File: src/rtl/rc6_pkg.sv
// rc6_pkg -- shared types and helpers for the RC6 round engine.
//   state_e : engine FSM states
//   rotl/rotr : rotate within a w-bit word (w <= 64), amount reduced mod w
//   w_legal : word-size / rotate-constant legality check
package rc6_pkg;

    typedef enum logic [2:0] {
        S_IDLE,
        S_PRE,
        S_ROUND,
        S_POST,
        S_DONE
    } state_e;

    function automatic bit w_legal(int w, int lgw);
        return ((w == 16) || (w == 32) || (w == 64)) && (lgw == $clog2(w));
    endfunction

    // Rotates carry a 64-bit container so one function serves every legal W;
    // callers pass a constant w, so the masks and shifts fold away.
    function automatic logic [63:0] rotl(int w, logic [63:0] x, int amt);
        logic [63:0] mask;
        logic [63:0] xm;
        int          s;
        mask = (w >= 64) ? '1 : ((64'd1 << w) - 64'd1);
        xm   = x & mask;
        s    = amt % w;
        return ((xm << s) | (xm >> (w - s))) & mask;
    endfunction

    function automatic logic [63:0] rotr(int w, logic [63:0] x, int amt);
        logic [63:0] mask;
        logic [63:0] xm;
        int          s;
        mask = (w >= 64) ? '1 : ((64'd1 << w) - 64'd1);
        xm   = x & mask;
        s    = amt % w;
        return ((xm >> s) | (xm << (w - s))) & mask;
    endfunction

endpackage

File: src/rtl/rc6_round_dp.sv
// rc6_round_dp -- one combinational RC6 round, either direction.
//   a_i..d_i : current words      key_pair : {S[2i+1], S[2i]}
//   enc      : 1 = encrypt round, 0 = decrypt round
//   a_o..d_o : words after the round (including the word rotation)
module rc6_round_dp
    import rc6_pkg::*;
#(
    parameter int W = 32
) (
    input  logic [W-1:0]   a_i,
    input  logic [W-1:0]   b_i,
    input  logic [W-1:0]   c_i,
    input  logic [W-1:0]   d_i,
    input  logic [2*W-1:0] key_pair,
    input  logic           enc,
    output logic [W-1:0]   a_o,
    output logic [W-1:0]   b_o,
    output logic [W-1:0]   c_o,
    output logic [W-1:0]   d_o
);
    localparam int LGW = $clog2(W);

    logic [W-1:0] s_lo, s_hi, src_b, src_d, fb, fd, t, u, xa, xc;

    always_comb begin
        s_lo = key_pair[W-1:0];
        s_hi = key_pair[2*W-1:W];
        // Decrypt un-rotates the words first, so its B and D are the
        // incoming A and C.
        src_b = enc ? b_i : a_i;
        src_d = enc ? d_i : c_i;
        fb = src_b * {src_b[W-2:0], 1'b1};
        fd = src_d * {src_d[W-2:0], 1'b1};
        t  = W'(rotl(W, 64'(fb), LGW));
        u  = W'(rotl(W, 64'(fd), LGW));
        if (enc) begin
            xa  = a_i ^ t;
            xc  = c_i ^ u;
            a_o = b_i;
            b_o = W'(rotl(W, 64'(xc), int'(t[LGW-1:0]))) + s_hi;
            c_o = d_i;
            d_o = W'(rotl(W, 64'(xa), int'(u[LGW-1:0]))) + s_lo;
        end else begin
            xa  = d_i - s_lo;
            xc  = b_i - s_hi;
            a_o = W'(rotr(W, 64'(xa), int'(u[LGW-1:0]))) ^ t;
            b_o = a_i;
            c_o = W'(rotr(W, 64'(xc), int'(t[LGW-1:0]))) ^ u;
            d_o = c_i;
        end
    end

endmodule

File: src/rtl/rc6_round_engine.sv
// rc6_round_engine -- iterative RC6 encrypt/decrypt, one round per cycle.
//   in_valid/in_ready/enc/data_in : block input, {D,C,B,A} packing
//   key_idx -> key_pair            : external round-key lookup (same cycle)
//   out_valid/out_ready/data_out   : result output, held until taken
//   busy                           : high whenever not IDLE
module rc6_round_engine
    import rc6_pkg::*;
#(
    parameter int W = 32,
    parameter int R = 20
) (
    input  logic                      clk,
    input  logic                      reset,
    input  logic                      in_valid,
    output logic                      in_ready,
    input  logic                      enc,
    input  logic [4*W-1:0]            data_in,
    output logic [$clog2(R+2)-1:0]    key_idx,
    input  logic [2*W-1:0]            key_pair,
    output logic                      out_valid,
    input  logic                      out_ready,
    output logic [4*W-1:0]            data_out,
    output logic                      busy
);
    localparam int LGW = $clog2(W);
    localparam int KW  = $clog2(R+2);
    localparam logic [KW-1:0] R_K  = KW'(R);
    localparam logic [KW-1:0] R1_K = KW'(R+1);

    if (!w_legal(W, LGW) || (R < 1) || (R > 255)) begin : g_bad_param
        $error("rc6_round_engine: illegal W or R");
    end

    state_e        state_q, state_d;
    logic [KW-1:0] rc_q, rc_d;
    logic [W-1:0]  a_q, b_q, c_q, d_q, a_d, b_d, c_d, d_d;
    logic [W-1:0]  a_r, b_r, c_r, d_r;
    logic [W-1:0]  s_lo, s_hi;
    logic          enc_q, enc_d, accept;

    assign s_lo = key_pair[W-1:0];
    assign s_hi = key_pair[2*W-1:W];

    rc6_round_dp #(.W(W)) u_dp (
        .a_i(a_q), .b_i(b_q), .c_i(c_q), .d_i(d_q),
        .key_pair(key_pair), .enc(enc_q),
        .a_o(a_r), .b_o(b_r), .c_o(c_r), .d_o(d_r)
    );

    always_comb begin
        in_ready = (state_q == S_IDLE) || ((state_q == S_DONE) && out_ready);
        accept   = in_valid && in_ready;
        state_d  = state_q;
        rc_d     = rc_q;
        enc_d    = enc_q;
        {a_d, b_d, c_d, d_d} = {a_q, b_q, c_q, d_q};
        key_idx  = '0;
        case (state_q)
            S_IDLE: ;
            S_PRE: begin
                key_idx = enc_q ? '0 : R1_K;
                if (enc_q) begin
                    b_d = b_q + s_lo;
                    d_d = d_q + s_hi;
                end else begin
                    c_d = c_q - s_hi;
                    a_d = a_q - s_lo;
                end
                rc_d    = KW'(1);
                state_d = S_ROUND;
            end
            S_ROUND: begin
                key_idx = enc_q ? rc_q : (R1_K - rc_q);
                {a_d, b_d, c_d, d_d} = {a_r, b_r, c_r, d_r};
                if (rc_q == R_K) begin
                    rc_d    = '0;
                    state_d = S_POST;
                end else begin
                    rc_d = rc_q + KW'(1);
                end
            end
            S_POST: begin
                key_idx = enc_q ? R1_K : '0;
                if (enc_q) begin
                    a_d = a_q + s_lo;
                    c_d = c_q + s_hi;
                end else begin
                    d_d = d_q - s_hi;
                    b_d = b_q - s_lo;
                end
                state_d = S_DONE;
            end
            S_DONE: if (out_ready) state_d = S_IDLE;
            default: state_d = S_IDLE;
        endcase
        // Accept only happens in IDLE or in DONE while the result is taken,
        // so it overrides whatever those states chose.
        if (accept) begin
            a_d     = data_in[W-1:0];
            b_d     = data_in[2*W-1:W];
            c_d     = data_in[3*W-1:2*W];
            d_d     = data_in[4*W-1:3*W];
            enc_d   = enc;
            rc_d    = '0;
            state_d = S_PRE;
        end
    end

    always_ff @(posedge clk or negedge reset) begin
        if (!reset) begin
            state_q <= S_IDLE;
            rc_q    <= '0;
            enc_q   <= 1'b0;
            a_q     <= '0;
            b_q     <= '0;
            c_q     <= '0;
            d_q     <= '0;
        end else begin
            state_q <= state_d;
            rc_q    <= rc_d;
            enc_q   <= enc_d;
            a_q     <= a_d;
            b_q     <= b_d;
            c_q     <= c_d;
            d_q     <= d_d;
        end
    end

    assign out_valid = (state_q == S_DONE);
    assign busy      = (state_q != S_IDLE);
    assign data_out  = {d_q, c_q, b_q, a_q};

endmodule
File: config.mk
export PLATFORM = sky130hd
export DESIGN_NAME = rc6_round_engine
export DESIGN_NICKNAME = d
export VERILOG_FILES = /design/src/rtl/rc6_pkg.sv /design/src/rtl/rc6_round_dp.sv /design/src/rtl/rc6_round_engine.sv
export SDC_FILE = /design/constraint.sdc
export NUM_CORES = 2
export LEC_CHECK = 0
export ABC_AREA = 0
export CAP_MARGIN = 5
export CORE_ASPECT_RATIO = 1.75
export CORE_MARGIN = 4
export CORE_UTILIZATION = 50
export DETAILED_ROUTE_END_ITERATION = 12
export PLACE_DENSITY = 0.71
export SYNTH_ARGS = -nofsm -noshare
export SYNTH_HDL_FRONTEND = slang
export SYNTH_HIERARCHICAL = 1
export SYNTH_SLANG_ARGS = --single-unit
File: constraint.sdc
create_clock -name clk -period 14.6 [get_ports clk]
set_clock_uncertainty 0.2 [all_clocks]
set_input_delay 1.46 -clock clk [delete_from_list [all_inputs] [get_ports clk]]
set_output_delay 1.46 -clock clk [all_outputs]
set_load 0.005 [all_outputs]
==> metrics, run 1 <==
outcome aborted with a tool error; last stage reached global routing; Log Error [ERROR GRT-0116] Global routing finished with congestion. Check the congestion regions in the DRC Viewer.; CTS Buf Count 17; CTS Hold Buffers Added 0; placed cells between 10k and 15k; Syn Inst Count about 8.0k; Synth Cell Area 62,700 um2; I/O Buffers roughly 330; Top FF cell, synth dfrtp_1; chip height around 480 um; post-synth top area share 23.5%; Starting Density 50.5%; yosys warns 6; Synth top cells by count inv_1, nand2_1, fa_1; gpl congestion 1.20; io pins 333; vias in the first global route 75.0k; Die Width ~280 um; clock tree sinks 137; maximum root-to-sink buffer count 2; top-count cell post-synth inv_1; Yosys top cell by area fa_1; Mapped Nets 9,506; row cnt 171; largest net degree at the start of global routing 87; Post-synth ARST share 100%; H-tree lvl count 4; register area share after synthesis ~5.5%; Post-DP Area 71,400 um2; clk root buf clkbuf_16; first-pass GRT wire length 555,000 um; global route overflow 4; setup bufs post-CTS 0; synthesized flop and latch total roughly 140; post-synthesis cell type count 130; Total GRT Usage 59.2%; syn avg cell area 7.80 um2; DP Wirelength 303,000 um; Post-synth EDFFs 0; Resized cells post-CTS 0; Synth area leaders fa_1, ha_1, inv_1
-- cells by family after synthesis --
kind of cell,Yosys count,synth area share [%]
buf+inv,1476,9.18
mux,298,5.62
fa+ha+maj,1261,34.0
flops,137,5.46
compound gates,2173,22.5
xor+xnor,540,7.84
simple gates,2163,15.4
-- metrics by stage --
stage	worst slack [ps]	utilization, %
2_1_floorplan	15.0	-
3_3_place_gp	-155	57.4
3_5_place_dp	310	57.4
4_1_cts	263	57.8
-- layer usage --
layer / overflow / global-route usage, %
met1: 0 / 57.7
met2: 3 / 84.4
met3: 0 / 31.7
met4: 1 / 63.0
met5: 0 / 4.44
==> run 2: changes to the inputs <==
--- a/config.mk
+++ b/config.mk
@@ -7,11 +7,10 @@
 export LEC_CHECK = 0
 export ABC_AREA = 0
 export CAP_MARGIN = 5
-export CORE_ASPECT_RATIO = 1.75
 export CORE_MARGIN = 4
-export CORE_UTILIZATION = 50
+export CORE_UTILIZATION = 35
 export DETAILED_ROUTE_END_ITERATION = 12
-export PLACE_DENSITY = 0.71
+export PLACE_DENSITY_LB_ADDON = 0.15
 export SYNTH_ARGS = -nofsm -noshare
 export SYNTH_HDL_FRONTEND = slang
 export SYNTH_HIERARCHICAL = 1
==> constraint.sdc (replaced) <==
create_clock -name clk -period 19 [get_ports clk]
set_clock_uncertainty 0.2 [all_clocks]
set_input_delay 1.9 -clock clk [delete_from_list [all_inputs] [get_ports clk]]
set_output_delay 1.9 -clock clk [all_outputs]
set_load 0.005 [all_outputs]
==> run 2 against run 1 <==
Net effect:
- the flow now finishes, with violations (max-slew violations)
- synthesized cell count stayed put
- synthesized area did not move
==> metrics, run 2 <==
outcome complete, but fails checks; failing checks max-slew violations; worst skew pair latency ~530 ps; Yosys top cell by area fa_1; setup bufs post-CTS 0; final number of setup-violating endpoints 0; H-tree lvl count 4; first-pass GRT wire length 485,000 um; Compound-Gate Fraction of Synth Area 22.5%; Resized cells post-CTS 0; hold crit path type reg2reg; clock tree sinks around 140; register area share after synthesis between 5 and 6%; routed len/inst between 30 and 40 um; min-delay src rc_q[4]; DP Wirelength roughly 290,000 um; Starting Density 35.2%; CTS tree done; Worst-Margin Slew 1520 ps; synthesized flop and latch total around 140; clk root buf clkbuf_16; vias in the first global route around 64k; final-report max-slew violation count 1; Routed WL 347,000 um; most frequent cells in the layout inv_1, nand2_1, fa_1; Area Growth Syn to Fin 11.2%; CTS clk-pin slew, worst paths 90 ps; Synth Cell Area 62,700 um2; commonest non-fill, non-tap cell in the layout inv_1; gpl congestion 1.05; vias per cell 6.00; Critical R2R Launch enc_q; Synth Area in Simple Gates 15.4%; Top FF cell, synth dfrtp_1; Synth top cells by count inv_1, nand2_1, fa_1; CP required between 15,000 and 20,000 ps; Max-slew headroom -1.22%; CP delay by family, top compound AO/OA/AOI/OAI gates; Worst path slowest cell dfrtp_4; post-detailed-route DRC marker count 0; CTS Hold Buffers Added 0; post-synth top area share 23.5%; crit-path max FO 61; Final TNS setup 0 ps; maximum root-to-sink buffer count 2; post-synthesis cell type count 130; syn avg cell area 7.80 um2; largest net degree at the start of global routing 97; yosys warns 6; global route overflow 0; antenna violations before repair 12; Synth area leaders fa_1, ha_1, inv_1; DR pass1 iterations 8; part of the cycle the worst path needs 93.3%; via count roughly 63k; Critical Path Source Type flip-flop; Crit Path Category reg2reg; f_max around 56 MHz; largest family of logic cells by synthesized area adder cells; worst setup path start enc_q; crit path time final 17,730 ps; I/O Buffers 332; Antenna Nets Post-Route 0; final hold violation count 0; mux cell area share after synthesis between 5 and 6%; layout cells sized above 1 between 6 and 7%; Crit path arrival time between 15,000 and 20,000 ps; Mapped Nets 9,506; xor-xnor portion of the synthesized cell area 7.84%; Syn Inst Count approximately 8k; FILL cells between 15k and 20k; CP bufs+invs 10; Post-synth EDFFs 0; Crit path top cell by count fa_1; crit path capture type flip-flop; Die Width 431 um; DR iter-0 viols roughly 7k; Die ar. 186,000 um2; Adder-Cell Fraction of Synth Area between 30% and 40%; Post-synth ARST share 100%; nets 9,664; io pins 333; row cnt 155; chip height 431 um; core area 178,000 um2; CTS Buf Count 17; top-count cell post-synth inv_1; worst stage delay on the critical path 750 ps; Total GRT Usage 36.5%; Max Cap Violations 0; RSZ-0062 raised after global routing false
==> run 2: cell counts after synthesis <==
No cell type changed its count.
==> run 2: cell type report <==
type / count / area, um2 / area share, %
sequential: 137 / 3430 / 4.92
clock buffer: 17 / 425 / 0.610
timing repair buffer: 550 / 5000 / 7.17
clock inverter: 15 / 195 / 0.280
antenna: 5 / 12.5 / 0.0179
multi-input combinational: 6435 / 53800 / 77.0
inverter: 1065 / 4010 / 5.74
tap: 2355 / 2950 / 4.22
==> run 2: cell families after synthesis <==
family          count (synthesis)
compound gates               2173
simple gates                 2163
buf+inv                      1476
fa+ha+maj                    1261
xor+xnor                      540
mux                           298
flops                         137
==> run 2: metrics by stage <==
step / util (%) / cells / instance area, um2 / setup WS (ps) / hold WS, ps
after floorplan: - / 8048 / 62700 / 3700 / 271
after CTS: 39.1 / 10600 / 69800 / 1650 / 325
after global placement: 38.7 / 10500 / 69100 / 1650 / 310
after detailed placement: 38.7 / 10500 / 69100 / 1720 / 313
after global routing: 39.1 / 10600 / 69800 / 673 / 336
final: 39.1 / 10600 / 69800 / 1270 / 328
==> run 2: final timing paths <==
| check | to | slack [ps] | cells after the start |
|---|---|---|---|
| setup / recovery | b_q[31] | 1270 | 52 |
| hold / removal | rc_q[4] | 330 | 1 |
| setup reg to reg | b_q[31] | 1270 | 52 |
| hold reg to reg | rc_q[4] | 330 | 1 |
| max in group asynchronous | c_q[14] | 15840 | 2 |
| min in group asynchronous | a_q[5] | 1280 | 1 |
==> run 2: per-layer routing <==
| metal | up-vias | part of all wire [%] | GRT usage, % |
|---|---|---|---|
| met5 | - | 0.028 | 0 |
| met4 | 14 | 7.9 | 23.1 |
| met3 | 713 | 8.2 | 7.18 |
| met2 | 3240 | 43 | 55.6 |
| met1 | 31700 | 41 | 47.2 |
| li1 | 27800 | - | - |
Power of run 2 is not shown: default switching activity piles up to over one toggle a cycle in this logic, so the estimate is an artifact.
